===== config.mk =====
export PLATFORM = sky130hd
export DESIGN_NAME = menu_alarm_ctrl
export DESIGN_NICKNAME = d
export VERILOG_FILES = /design/src/rtl/menu_pkg.sv /design/src/rtl/rect_hit.sv /design/src/rtl/menu_alarm_ctrl.sv
export SDC_FILE = /design/constraint.sdc
export NUM_CORES = 1
export LEC_CHECK = 0
export CORE_MARGIN = 2
export CORE_UTILIZATION = 60
export DETAILED_ROUTE_END_ITERATION = 10
export GPL_TIMING_DRIVEN = 0
export PLACE_DENSITY = 0.85
export SYNTH_ARGS = -nofsm -noshare
export SYNTH_HDL_FRONTEND = slang
export SYNTH_HIERARCHICAL = 1
export SYNTH_SLANG_ARGS = --single-unit

===== constraint.sdc =====
create_clock -name clk -period 6.5 [get_ports clk]
set_input_delay 1.625 -clock clk [delete_from_list [all_inputs] [get_ports clk]]
set_output_delay 1.625 -clock clk [all_outputs]
set_load 0.01 [all_outputs]

===== src/rtl/menu_pkg.sv =====
// Shared constants for the menu/alarm controller: item indices, label
// rectangles of the right-column menu and the alarm state encoding.
package menu_pkg;

    localparam int MENU_ITEMS = 7;

    localparam logic [2:0] ITEM_RESET   = 3'd0;
    localparam logic [2:0] ITEM_SALIR   = 3'd1;
    localparam logic [2:0] ITEM_FORMATO = 3'd2;
    localparam logic [2:0] ITEM_DETENER = 3'd3;
    localparam logic [2:0] ITEM_PROGF   = 3'd4;
    localparam logic [2:0] ITEM_PROGH   = 3'd5;
    localparam logic [2:0] ITEM_PROGT   = 3'd6;

    // All labels share the same left edge.
    localparam logic [9:0] MENU_X0 = 10'd370;

    // Per-item rectangle origin row, width and height, indexed by item.
    localparam logic [9:0] ITEM_Y0 [MENU_ITEMS] =
        '{10'd165, 10'd205, 10'd245, 10'd285, 10'd325, 10'd365, 10'd405};
    localparam logic [9:0] ITEM_W  [MENU_ITEMS] =
        '{10'd101, 10'd94,  10'd120, 10'd158, 10'd155, 10'd155, 10'd152};
    localparam logic [9:0] ITEM_H  [MENU_ITEMS] =
        '{10'd25,  10'd24,  10'd24,  10'd22,  10'd33,  10'd31,  10'd32};

    typedef enum logic [1:0] {
        IDLE     = 2'd0,
        RINGING  = 2'd1,
        SILENCED = 2'd2
    } alarm_state_t;

endpackage


===== src/rtl/rect_hit.sv =====
// Combinational point-in-rectangle test: inclusive of the origin,
// exclusive of origin+size. Sums are widened so they cannot wrap.
module rect_hit (
    input  logic [9:0] px,
    input  logic [9:0] py,
    input  logic [9:0] x0,
    input  logic [9:0] y0,
    input  logic [9:0] w,
    input  logic [9:0] h,
    output logic       hit
);

    logic [10:0] x_end;
    logic [10:0] y_end;

    assign x_end = {1'b0, x0} + {1'b0, w};
    assign y_end = {1'b0, y0} + {1'b0, h};

    // Bounds compare on both axes.
    always_comb begin
        hit = ({1'b0, px} >= {1'b0, x0}) && ({1'b0, px} < x_end) &&
              ({1'b0, py} >= {1'b0, y0}) && ({1'b0, py} < y_end);
    end

endmodule


===== src/rtl/menu_alarm_ctrl.sv =====
// Menu cursor / select sequencing, selected-label highlight and the alarm
// ring-image state machine (blink, timeout, silencing).
module menu_alarm_ctrl
    import menu_pkg::*;
#(
    parameter int BLINK_FRAMES        = 15,
    parameter int RING_TIMEOUT_FRAMES = 3600,
    parameter int N_ITEMS             = 7
) (
    input  logic       clk,
    input  logic       reset,
    input  logic       tick_frame,
    input  logic [9:0] pixel_x,
    input  logic [9:0] pixel_y,
    input  logic       video_on,
    input  logic       btn_up,
    input  logic       btn_down,
    input  logic       btn_sel,
    input  logic       alarm_match,
    input  logic       alarm_stop,
    output logic [2:0] cursor,
    output logic       sel_cmd,
    output logic [2:0] sel_item,
    output logic       highlight_on,
    output logic       ring_visible,
    output logic       ringing
);

    localparam int         BLINK_W   = $clog2(BLINK_FRAMES);
    localparam int         RING_W    = $clog2(RING_TIMEOUT_FRAMES);
    localparam logic [2:0] LAST_ITEM = 3'(N_ITEMS - 1);

    alarm_state_t      state_reg, state_next;
    logic              phase_reg, phase_next;
    logic [BLINK_W-1:0] blink_cnt_reg, blink_cnt_next;
    logic [RING_W-1:0]  ring_cnt_reg, ring_cnt_next;
    logic [2:0]        cursor_reg, cursor_next;
    logic              sel_cmd_reg, sel_cmd_next;
    logic [2:0]        sel_item_reg, sel_item_next;
    logic              highlight_reg, highlight_next;

    logic up_prev_reg, down_prev_reg, sel_prev_reg, match_prev_reg;
    logic up_press, down_press, sel_press, match_rise;

    logic [9:0] rect_y0, rect_w, rect_h;
    logic       hit;

    assign up_press   = btn_up & ~up_prev_reg;
    assign down_press = btn_down & ~down_prev_reg;
    assign sel_press  = btn_sel & ~sel_prev_reg;
    assign match_rise = alarm_match & ~match_prev_reg;

    // Pick the selected item's rectangle; out-of-range cursor falls back to item 0.
    always_comb begin
        rect_y0 = ITEM_Y0[0];
        rect_w  = ITEM_W[0];
        rect_h  = ITEM_H[0];
        if (cursor_reg <= LAST_ITEM) begin
            rect_y0 = ITEM_Y0[cursor_reg];
            rect_w  = ITEM_W[cursor_reg];
            rect_h  = ITEM_H[cursor_reg];
        end
    end

    rect_hit u_rect_hit (
        .px  (pixel_x),
        .py  (pixel_y),
        .x0  (MENU_X0),
        .y0  (rect_y0),
        .w   (rect_w),
        .h   (rect_h),
        .hit (hit)
    );

    // Register all state. The alarm_match history resets high so a level
    // already high when reset releases is not mistaken for a new alarm.
    always_ff @(posedge clk or posedge reset) begin
        if (reset) begin
            state_reg      <= IDLE;
            phase_reg      <= 1'b0;
            blink_cnt_reg  <= '0;
            ring_cnt_reg   <= '0;
            cursor_reg     <= ITEM_RESET;
            sel_cmd_reg    <= 1'b0;
            sel_item_reg   <= ITEM_RESET;
            highlight_reg  <= 1'b0;
            up_prev_reg    <= 1'b0;
            down_prev_reg  <= 1'b0;
            sel_prev_reg   <= 1'b0;
            match_prev_reg <= 1'b1;
        end else begin
            state_reg      <= state_next;
            phase_reg      <= phase_next;
            blink_cnt_reg  <= blink_cnt_next;
            ring_cnt_reg   <= ring_cnt_next;
            cursor_reg     <= cursor_next;
            sel_cmd_reg    <= sel_cmd_next;
            sel_item_reg   <= sel_item_next;
            highlight_reg  <= highlight_next;
            up_prev_reg    <= btn_up;
            down_prev_reg  <= btn_down;
            sel_prev_reg   <= btn_sel;
            match_prev_reg <= alarm_match;
        end
    end

    // Next-state: alarm FSM, cursor moves, select pulse and highlight.
    always_comb begin
        state_next     = state_reg;
        phase_next     = phase_reg;
        blink_cnt_next = blink_cnt_reg;
        ring_cnt_next  = ring_cnt_reg;
        cursor_next    = cursor_reg;
        sel_cmd_next   = 1'b0;
        sel_item_next  = sel_item_reg;
        highlight_next = video_on & hit;

        case (state_reg)
            IDLE: begin
                if (match_rise) begin
                    state_next     = RINGING;
                    phase_next     = 1'b1;
                    blink_cnt_next = '0;
                    ring_cnt_next  = '0;
                end
            end
            RINGING: begin
                if (tick_frame) begin
                    if (blink_cnt_reg == BLINK_W'(BLINK_FRAMES - 1)) begin
                        blink_cnt_next = '0;
                        phase_next     = ~phase_reg;
                    end else begin
                        blink_cnt_next = blink_cnt_reg + 1'b1;
                    end
                    ring_cnt_next = ring_cnt_reg + 1'b1;
                end
                // Timeout and stop requests converge on the same state.
                if ((tick_frame && (ring_cnt_reg == RING_W'(RING_TIMEOUT_FRAMES - 1))) ||
                    alarm_stop || sel_press) begin
                    state_next = SILENCED;
                end
            end
            SILENCED: begin
                if (!alarm_match) begin
                    state_next = IDLE;
                end
            end
            default: state_next = IDLE;
        endcase

        // While ringing the buttons belong to the alarm, not the menu.
        if (state_reg != RINGING) begin
            if (sel_press) begin
                sel_cmd_next  = 1'b1;
                sel_item_next = cursor_reg;
            end
            if (up_press && !down_press) begin
                cursor_next = (cursor_reg == 3'd0) ? LAST_ITEM : cursor_reg - 3'd1;
            end else if (down_press && !up_press) begin
                cursor_next = (cursor_reg >= LAST_ITEM) ? 3'd0 : cursor_reg + 3'd1;
            end
        end
    end

    assign cursor       = cursor_reg;
    assign sel_cmd      = sel_cmd_reg;
    assign sel_item     = sel_item_reg;
    assign highlight_on = highlight_reg;
    assign ringing      = (state_reg == RINGING);
    assign ring_visible = (state_reg == RINGING) & phase_reg;

endmodule


---- Yosys cells after proc, flatten, opt, wreduce, memory -nomap -nowiden ----
Memories as Yosys holds them, arrays and structs flattened.
Cells that the tools add are included.
cells by class
  $add $sub $neg .......................... 6
  shift operators ......................... 0
  $mul .................................... 0
  reduce and logical (&&, ||, !) cells .... 19
  order comparisons ....................... 7
  div/mod/pow operators ................... 0
  eq/ne operators ......................... 10
  muxes and demuxes ....................... 30
  bitwise operators ....................... 12
operators by type and width
  cell                   number
  $mux 10                9
  $mux 12                2
  $pmux 12 s2            1
  $lt 10x11->1           2
  $add 12x1->12 const B  1
  $eq 12x12->1 const B   1
  $mux 3                 4
  $mux 4                 3
  $add 10x10->11         1
  $add 9x10->11 const A  1
  $ge 10x10->1           1
  $ge 10x9->1 const B    1
  $pmux 4 s2             1
  $and 1x1->1            6
  $logic_and 1x1->1      6
  $mux 2                 3
  $ne 2x1->1 const B     3
  $ne 2x2->1 const B     3
  $pmux 2 s3             1
  $reduce_and 3->1       2
  $mux 1                 5
  $not 1->1              5
  $add 4x1->4 const B    1
  $eq 4x4->1 const B     1
  other kinds (16)       20
word-level totals
  memories kept ........................... 3
  bits in latches ......................... 0
  output and inout bits ................... 10
  bits in writable memories ............... 0
  flip-flop bits (word level) ............. 31
  bits in read-only memories .............. 240
memory list
  name             depth  bits a word  rd ports  clocked after memory_dff  wr ports  RTL line               text
  (no name shown)  8      10           1         0                         0         menu_alarm_ctrl.sv:61  rect_h = ITEM_H[cursor_reg];
  (no name shown)  8      10           1         0                         0         menu_alarm_ctrl.sv:60  rect_w = ITEM_W[cursor_reg];
  (no name shown)  8      10           1         0                         0         menu_alarm_ctrl.sv:59  rect_y0 = ITEM_Y0[cursor_reg];

---- Logic depth before layout (Yosys ltp) ----
Gate-level depths: netlist (run 1).
  depth after elaboration ................. 11
  mapped depth ............................ 19
  mapped depth without buffers ............ 19

---- Hierarchy ----
The synthesis (run 1) kept the hierarchy.
by module, submodules not included
  module           area an instance (um^2)  seq. area each (um^2)  times used  cells an instance
  menu_alarm_ctrl  1732.9                   777.0                  1           188
  rect_hit         1617.8                   0.0                    1           209

---- Worst setup path after synthesis (run 1) ----
No wires, ideal clock.
  path type ............................... register -> register
  start point ............................. register cursor_reg[0], in the netlist cursor[0]
  end point ............................... register highlight_reg, in the netlist highlight_on
  required time ........................... 6.381 ns
  clock period less this slack ............ 3.570 ns
  arrival ................................. 3.451 ns
  setup slack ............................. 2.930 ns
  setup time .............................. 0.119 ns
  stages on the path, launching flop included .. 19
  path through ............................ dfrtp_1 > inv_1 > ha_1 > nand2b_1 > nand3_1 > o21ai_0 > fa_1 > nand2_1 > a21oi_2 > o311ai_2 > nand2b_1 > a21oi_1 > xor2_1 > ha_1 > o21ai_0 > a21oi_1 > a31oi_1 > o311a_1 > and2_1
between the ends
  elaborated cells on any way between the ends .. 23
  classes of those cells .................. add/sub (2); order compare (4); mux (9); bitwise (2); reduce/logical (3); memory (3)
RTL lines
  element                                      RTL line                text
  start: declaration                           menu_alarm_ctrl.sv:37   logic [2:0] cursor_reg, cursor_next;
  start signal: assignment                     menu_alarm_ctrl.sv:96   cursor_reg <= cursor_next;
  $not 3->4 (not written as such)              menu_alarm_ctrl.sv:61
  $mem_v2 8x10                                 --
  $mux 10 (not written as such) (2 in series)  menu_alarm_ctrl.sv:61
  $mux 10 *                                    menu_alarm_ctrl.sv:58   if (cursor_reg <= LAST_ITEM) begin
  net rect_h[1]                                menu_alarm_ctrl.sv:45   logic [9:0] rect_y0, rect_w, rect_h;
  $add 10x10->11 *                             rect_hit.sv:17          assign y_end = {1'b0, y0} + {1'b0, h};
  $lt 10x11->1 *                               rect_hit.sv:22          ({1'b0, py} >= {1'b0, y0}) && ({1'b0, py} < y_end);
  $logic_and 1x1->1 *                          rect_hit.sv:22
  net hit                                      menu_alarm_ctrl.sv:46   logic hit;
  $and 1x1->1 *                                menu_alarm_ctrl.sv:116  highlight_next = video_on & hit;
  net highlight_next                           menu_alarm_ctrl.sv:40   logic highlight_reg, highlight_next;
  end signal: assignment                       menu_alarm_ctrl.sv:99   highlight_reg <= highlight_next;
  end: declaration                             menu_alarm_ctrl.sv:40
Mark *: on every way through the listed nets, which the timed path passes. The rest lies on a longest branch. The select of a mux whose other input is x is not followed.
A chain may end at the register's enable or synchronous reset.

---- Final worst setup path (run 1) ----
Same ends and word-level chain as after synthesis.

==> results of run 1 <==
worst max path at each step:
stage	endpoint	slack, ns
floorplan	highlight_on	2.93
global placement	highlight_on	2.58
detailed placement	highlight_on	2.49
CTS	highlight_on	2.46
global route	highlight_on	2.14
finish	highlight_on	2.42
worst reg2reg max path: stages, from the launching register on:
cell,delay [ns]
dfrtp_1,0.53
inv_1,0.18
ha_1,0.27
nand2b_1,0.16
nand3_1,0.11
o21ai_0,0.20
fa_1,0.49
nand2_1,0.13
a21oi_2,0.08
o311ai_2,0.26
nand2b_1,0.12
a21oi_1,0.19
xor2_1,0.21
ha_1,0.23
nor4_1,0.07
a21oi_1,0.12
a31oi_1,0.10
o311a_1,0.36
and2_1,0.14
layout make-up:
class,count,area [um^2],area share [%]
plain buffers,4,16.27,0.4000
clock buffers,6,82.58,2.031
clock inverters,2,35.03,0.8615
inverters,38,142.6,3.508
multi-input cells,358,2542,62.52
flip-flops and latches,31,777.0,19.11
well taps,72,90.09,2.215
repair buffers,38,380.4,9.354
layer usage:
metal / share of wire, % / wire (um) / GRT usage (%)
met3: 3.3 / 234 / 2.159
met5: 0 / 0 / 0
met2: 51 / 3547 / 43.42
met1: 45 / 3167 / 29.38
met4: 0.71 / 50 / 7.018
cells in the final DEF (no fill, tap or decap), types with 3 or more instances in the layout:
cell type | Yosys | routed
o21bai_1 | 3 | 3
o21ai_0 | 41 | 41
a21o_1 | 4 | 4
nand3_1 | 5 | 5
inv_1 | 38 | 38
a211oi_1 | 7 | 7
and3_1 | 3 | 3
dfrtp_1 | 30 | 30
nand4_1 | 5 | 5
o211ai_1 | 4 | 4
clkbuf_8 | 0 | 6
nand2b_1 | 12 | 12
a31oi_1 | 3 | 3
nor2_1 | 29 | 29
nor2b_1 | 6 | 6
clkdlybuf4s50_1 | 0 | 38
a21oi_1 | 25 | 25
nand2_1 | 35 | 35
and2_1 | 3 | 3
conb_1 | 2 | 36
ha_1 | 70 | 70
nor4_1 | 3 | 3
o21a_1 | 3 | 3
clkbuf_1 | 3 | 3
xnor2_1 | 10 | 10
xor2_1 | 12 | 12
cells by family (layout without fill, tap and decap cells):
logic type,after synthesis,count (layout),synth area share [%]
XOR/XNOR,22,22,5.750
buffers and inverters,42,88,4.742
AO/OA/AOI/OAI,107,107,19.79
AND/OR/NAND/NOR,118,118,18.04
adder cells (fa/ha/maj),72,72,27.33
other,2,36,0.2241
flip-flops,31,31,23.19
multiplexers,3,3,0.9335
Yosys cell counts, types with 6 or more instances:
| cell type | count | area (um^2) |
|---|---|---|
| nand2b_1 | 12 | 75.07 |
| a211oi_1 | 7 | 52.55 |
| nand2_1 | 35 | 131.4 |
| ha_1 | 70 | 875.8 |
| o21ai_0 | 41 | 205.2 |
| xor2_1 | 12 | 105.1 |
| nor2b_1 | 6 | 37.54 |
| inv_1 | 38 | 142.6 |
| a21oi_1 | 25 | 125.1 |
| xnor2_1 | 10 | 87.58 |
| nor2_1 | 29 | 108.9 |
| dfrtp_1 | 30 | 750.7 |
per-stage QoR:
stage	power (W)	setup slack [ns]	instances	hold WS, ns	instance area, um^2
floorplan	0.001203	2.930	431	0.4408	3478
global placement	0.001436	2.580	541	0.4785	3949
detailed placement	0.001492	2.494	541	0.4657	3949
CTS	0.001701	2.456	549	0.4838	4066
global route	0.001910	2.141	549	0.4985	4066
finish	0.001703	2.425	549	0.4853	4066
where the power goes:
group | internal, W | switching, W
Combinational | 0.000559 | 0.000682
Clock | 0.000124 | 0.0000724
Sequential | 0.000225 | 0.0000405
Total | 0.000908 | 0.000795
==> impl_metrics.toml, run 1 <==
[outcome]
outcome = "finished clean"

[synthesis]
synth_flop_cell = "dfrtp_1"
synth_seq_cells = 31
ys_async_sr_fraction_pct = 100.0
synth_area_um2 = 3351
synth_seq_area_share_pct = 23.19
synth_cells = 397
ys_warn_count = 6
syn_avg_cell_area_um2 = 8.440
synth_edf_count = 0
yosysUniqueCellTypes = 55

[clocking]
cts_tree = "yes"
numCtsBuffers = 5
clkLatencyLatePin_ns = 0.28
ctsRootBufferMaster = "clkbuf_8"
cts_setup_buffers = 0
clock_sink_count = 31
hold_buffers = 0
clk_path_buf_depth = 2
clk_pin_slew_ns = 0.07
h-tree-depth = 2
ctsResizeCount = 0

[route]
routed_via_density = 5.434
routed_wl_mm = 6.999
wl_per_cell_um = 12.75
ant_nets = 0
vias = 2983
drtPass1Iterations = 5
drt_iter0_drc = 112
drc = 0

[placement]
hpwlAfterDp_mm = 5.664
portBuffers = 38
gp_congestion = 0.8391

[pwr]
power.density_nw_per_um2 = 418.9
vdd_drop_max_uv = 229.9
p_leak_nw = 2.016

[setup_path]
crit_path_cell_trace = "inv_1 -> ha_1 -> nand2b_1 -> nand3_1 -> o21ai_0 -> fa_1 -> nand2_1 -> a21oi_2 -> o311ai_2 -> nand2b_1 -> a21oi_1 -> xor2_1 -> ha_1 -> nor4_1 -> a21oi_1 -> a31oi_1 -> o311a_1 -> and2_1"
crit_path_start_kind = "flip-flop"
reg2reg_from = "cursor[0]"
path_delay_family = "compound AO/OA/AOI/OAI gates"
rr_worst_depth = 18
path_depth = 18
critPathMaxStageDelay_ns = 0.53
crit_type = "reg2reg"
cp.required_ns = 6.67
path_max_fanout = 10
cp-startpoint = "cursor[0]"
timing.rr.end = "highlight_on"
worst-path-buf-inv = 1
rrSetupSlack_ns = 2.42
slowest_stage = "dfrtp_1"
end_kind = "flip-flop"
cp_data_arrival_time_ns = 4.25

[sta]
finalSetupTns_ns = 0
final_hold_viol_count = 0
finalSetupViolCount = 0
slew_viol_final = 0
worst_clock_skew_ns = 0.006546
rsz0062_at_grt = "false"
relSlewSlack_pct = 22.78
fmax_ghz = 0.2454
fin_crit_ns = 4.075
period_share_pct = 62.70
worst_slew_pin_slew_ns = 1.157

[finish]
areaGrowthSynthToFinish_pct = 21.36
layout.filler_cells = 424
drive_gt1_share_pct = 4.193
largest_register_ffs = 12
num_antenna_cells = 0
final_util_pct = 74.76
layout.nets = 577

[global_routing]
grt_max_degree = 32
gr-total-overflow = 0
grt_pass1_wl_mm = 11.90
grt_pass1_vias = 2760
grtUsageTotal_pct = 23.66
antenna_found_initial = 0

[floorplanning]
dieArea_um2 = 6198
rows = 27
die_h_um = 78.73
start_util_pct = 61.61
io_pins = 39
fp.dieW_um = 78.73
coreArea_um2 = 5439

[min_path]
hp-class = "reg2reg"
hp-start = "phase_reg"
holdPathEnd = "phase_reg"
whs_path_depth = 1

[run]
maxCapViolations = 0
Note: power is estimated with default switching activity, not from simulation.
==> run 2: changes to the inputs <==
--- a/config.mk
+++ b/config.mk
@@ -6,10 +6,10 @@
 export NUM_CORES = 1
 export LEC_CHECK = 0
 export CORE_MARGIN = 2
-export CORE_UTILIZATION = 60
+export CORE_UTILIZATION = 52
 export DETAILED_ROUTE_END_ITERATION = 10
 export GPL_TIMING_DRIVEN = 0
-export PLACE_DENSITY = 0.85
+export PLACE_DENSITY = 0.78
 export SYNTH_ARGS = -nofsm -noshare
 export SYNTH_HDL_FRONTEND = slang
 export SYNTH_HIERARCHICAL = 1
==> constraint.sdc (replaced) <==
create_clock -name clk -period 3.45 [get_ports clk]
set_input_delay 0.8625 -clock clk [delete_from_list [all_inputs] [get_ports clk]]
set_output_delay 0.8625 -clock clk [all_outputs]
set_load 0.01 [all_outputs]
==> run 2 against run 1 <==
Net effect:
- critical path depth shrank 2
- clock-buffer cell count stayed put
- critical endpoint unchanged
- critical path type unchanged
- highest routed layer unchanged
- flip-flop and latch count is the same
==> impl_metrics.toml, run 2 (same netlist as run 1, synthesis figures left out) <==
[floorplanning]
coreArea_um2 = 6277
start_util_pct = 53.38
die_h_um = 84.27
io_pins = 39
fp.dieW_um = 84.27
rows = 29
dieArea_um2 = 7101

[pwr]
power.density_nw_per_um2 = 861.8
vdd_drop_max_uv = 720.2
p_leak_nw = 2.140
total_power_w = 0.003850

[finish]
layout.nets = 594
drive_gt1_share_pct = 15.99
final_common_cell = "ha_1"
areaGrowthSynthToFinish_pct = 33.31
num_antenna_cells = 0
fin_area_um2 = 4467
final_util_pct = 71.16
largest_register_ffs = 12
final_cell_mix = "ha_1 (61), clkdlybuf4s50_1 (38), conb_1 (36), o21ai_0 (35)"
fin_cells = 571

[global_routing]
grt_pass1_vias = 2893
antenna_found_initial = 0
grt_pass1_wl_mm = 12.41
grtUsageTotal_pct = 20.99
grt_max_degree = 32
gr-total-overflow = 0

[sta]
finalSetupViolCount = 0
fin_crit_ns = 3.410
relSlewSlack_pct = 66.19
slew_viol_final = 0
rsz0062_at_grt = "true"
fmax_ghz = 0.2932
worst_slew_pin_slew_ns = 0.5040
period_share_pct = 98.85
final_hold_viol_count = 0
worst_clock_skew_ns = 0.003055

[run]
maxCapViolations = 0

[setup_path]
critPathMaxStageDelay_ns = 0.46
rrSetupSlack_ns = 0.04
crit_type = "reg2reg"
cp.required_ns = 3.67
end_kind = "flip-flop"
timing.rr.end = "highlight_on"
path_delay_family = "compound AO/OA/AOI/OAI gates"
slowest_stage = "dfrtp_2"
rr_worst_depth = 16
path_max_fanout = 6
crit_path_start_kind = "flip-flop"
cp_data_arrival_time_ns = 3.63
crit_path_cell_trace = "ha_4 -> nand2b_4 -> or2_4 -> o21ai_1 -> ha_1 -> o21a_1 -> o221a_4 -> nor2_4 -> xnor2_2 -> ha_1 -> a21o_1 -> a21oi_2 -> o211ai_1 -> o211ai_1 -> o311a_1 -> and2_1"
reg2reg_from = "cursor[1]"
worst-path-buf-inv = 0

[route]
routed_via_density = 5.424
drt_iter0_drc = 87
drtPass1Iterations = 4
vias = 3097
wl_per_cell_um = 13.64
drc = 0
ant_nets = 0
routed_wl_mm = 7.791

[clocking]
clk_pin_slew_ns = 0.06
clk_path_buf_depth = 2
ctsRootBufferMaster = "clkbuf_8"
hold_buffers = 0
numCtsBuffers = 5
cts_tree = "yes"
h-tree-depth = 2
clkLatencyLatePin_ns = 0.28
clock_sink_count = 31

[placement]
hpwlAfterDp_mm = 5.707
gp_congestion = 0.8279
placed_area_um2 = 3956
portBuffers = 38
dp.cells = 546

[min_path]
hp-start = "phase_reg"
holdPathEnd = "phase_reg"
whs_path_depth = 1
hp-class = "reg2reg"

[outcome]
outcome = "finished clean"
==> run 2: changes by cell type in the layout (fill, tap and decap cells not counted), sizes merged <==
cell,delta
buf,+18
clkbuf,-1
clkinv,+1
inv,-1
==> run 2: what timing repair did <==
action | CTS | global route
setup endpoints to repair | 1 | 1
pin swaps | 1 | 31
gates cloned | 0 | 0
setup buffers | 3 | 13
endpoints found under the hold margin | 0 | 0
resized for setup | 3 | 64
==> run 2: power breakdown <==
| part | internal, W | total (W) | leakage (nW) | switching, W |
|---|---|---|---|---|
| Clock | 0.000233 | 0.000364 | 0.0612 | 0.000131 |
| Combinational | 0.00143 | 0.00298 | 1.68 | 0.00156 |
| Sequential | 0.000428 | 0.000504 | 0.401 | 0.0000758 |
==> run 2: layout make-up <==
type	count	area, um^2
plain buffers	4	31.28
clock buffers	6	82.58
clock inverters	2	35.03
fillers	467	1810
inverters	38	145.1
multi-input cells	358	2764
flip-flops and latches	31	780.7
well taps	77	96.34
repair buffers	55	531.8
==> run 2: stage by stage <==
step | worst slack (ns) | hold slack (ns) | TNS (ns)
after floorplan | 0.02069 | 0.4408 | 0
final | 0.03952 | 0.4807 | 0
after global routing | -0.1042 | 0.5101 | -0.1042
after global placement | -0.3216 | 0.4756 | -0.3216
after CTS | -0.1698 | 0.4795 | -0.1698
after detailed placement | -0.3972 | 0.4660 | -0.3972
==> run 2: per-layer routing <==
| layer | track usage [%] | wire, um |
|---|---|---|
| met5 | 0 | 0 |
| met4 | 4.106 | 140 |
| met3 | 3.245 | 275 |
| met2 | 39.39 | 4103 |
| met1 | 25.32 | 3272 |
==> run 2: worst reg2reg max path, stage by stage (launching register included) <==
cell and delay [ns]:
dfrtp_2 0.46, ha_4 0.19, nand2b_4 0.15, or2_4 0.26, o21ai_1 0.11, ha_1 0.27, o21a_1 0.22, o221a_4 0.27
nor2_4 0.14, xnor2_2 0.08, ha_1 0.33, a21o_1 0.18, a21oi_2 0.13, o211ai_1 0.12, o211ai_1 0.11, o311a_1 0.22
and2_1 0.13
==> run 2: worst max path at each step <==
stage / cells past startpoint / endpoint / slack (ns) / start
4_1_cts: 18 / highlight_on / -0.17 / cursor[0]
3_3_place_gp: 18 / highlight_on / -0.32 / cursor[0]
6_report: 16 / highlight_on / 0.04 / cursor[1]
3_5_place_dp: 18 / highlight_on / -0.40 / cursor[0]
5_1_grt: 16 / highlight_on / -0.10 / cursor[1]
2_1_floorplan: 18 / highlight_on / 0.02 / cursor[0]
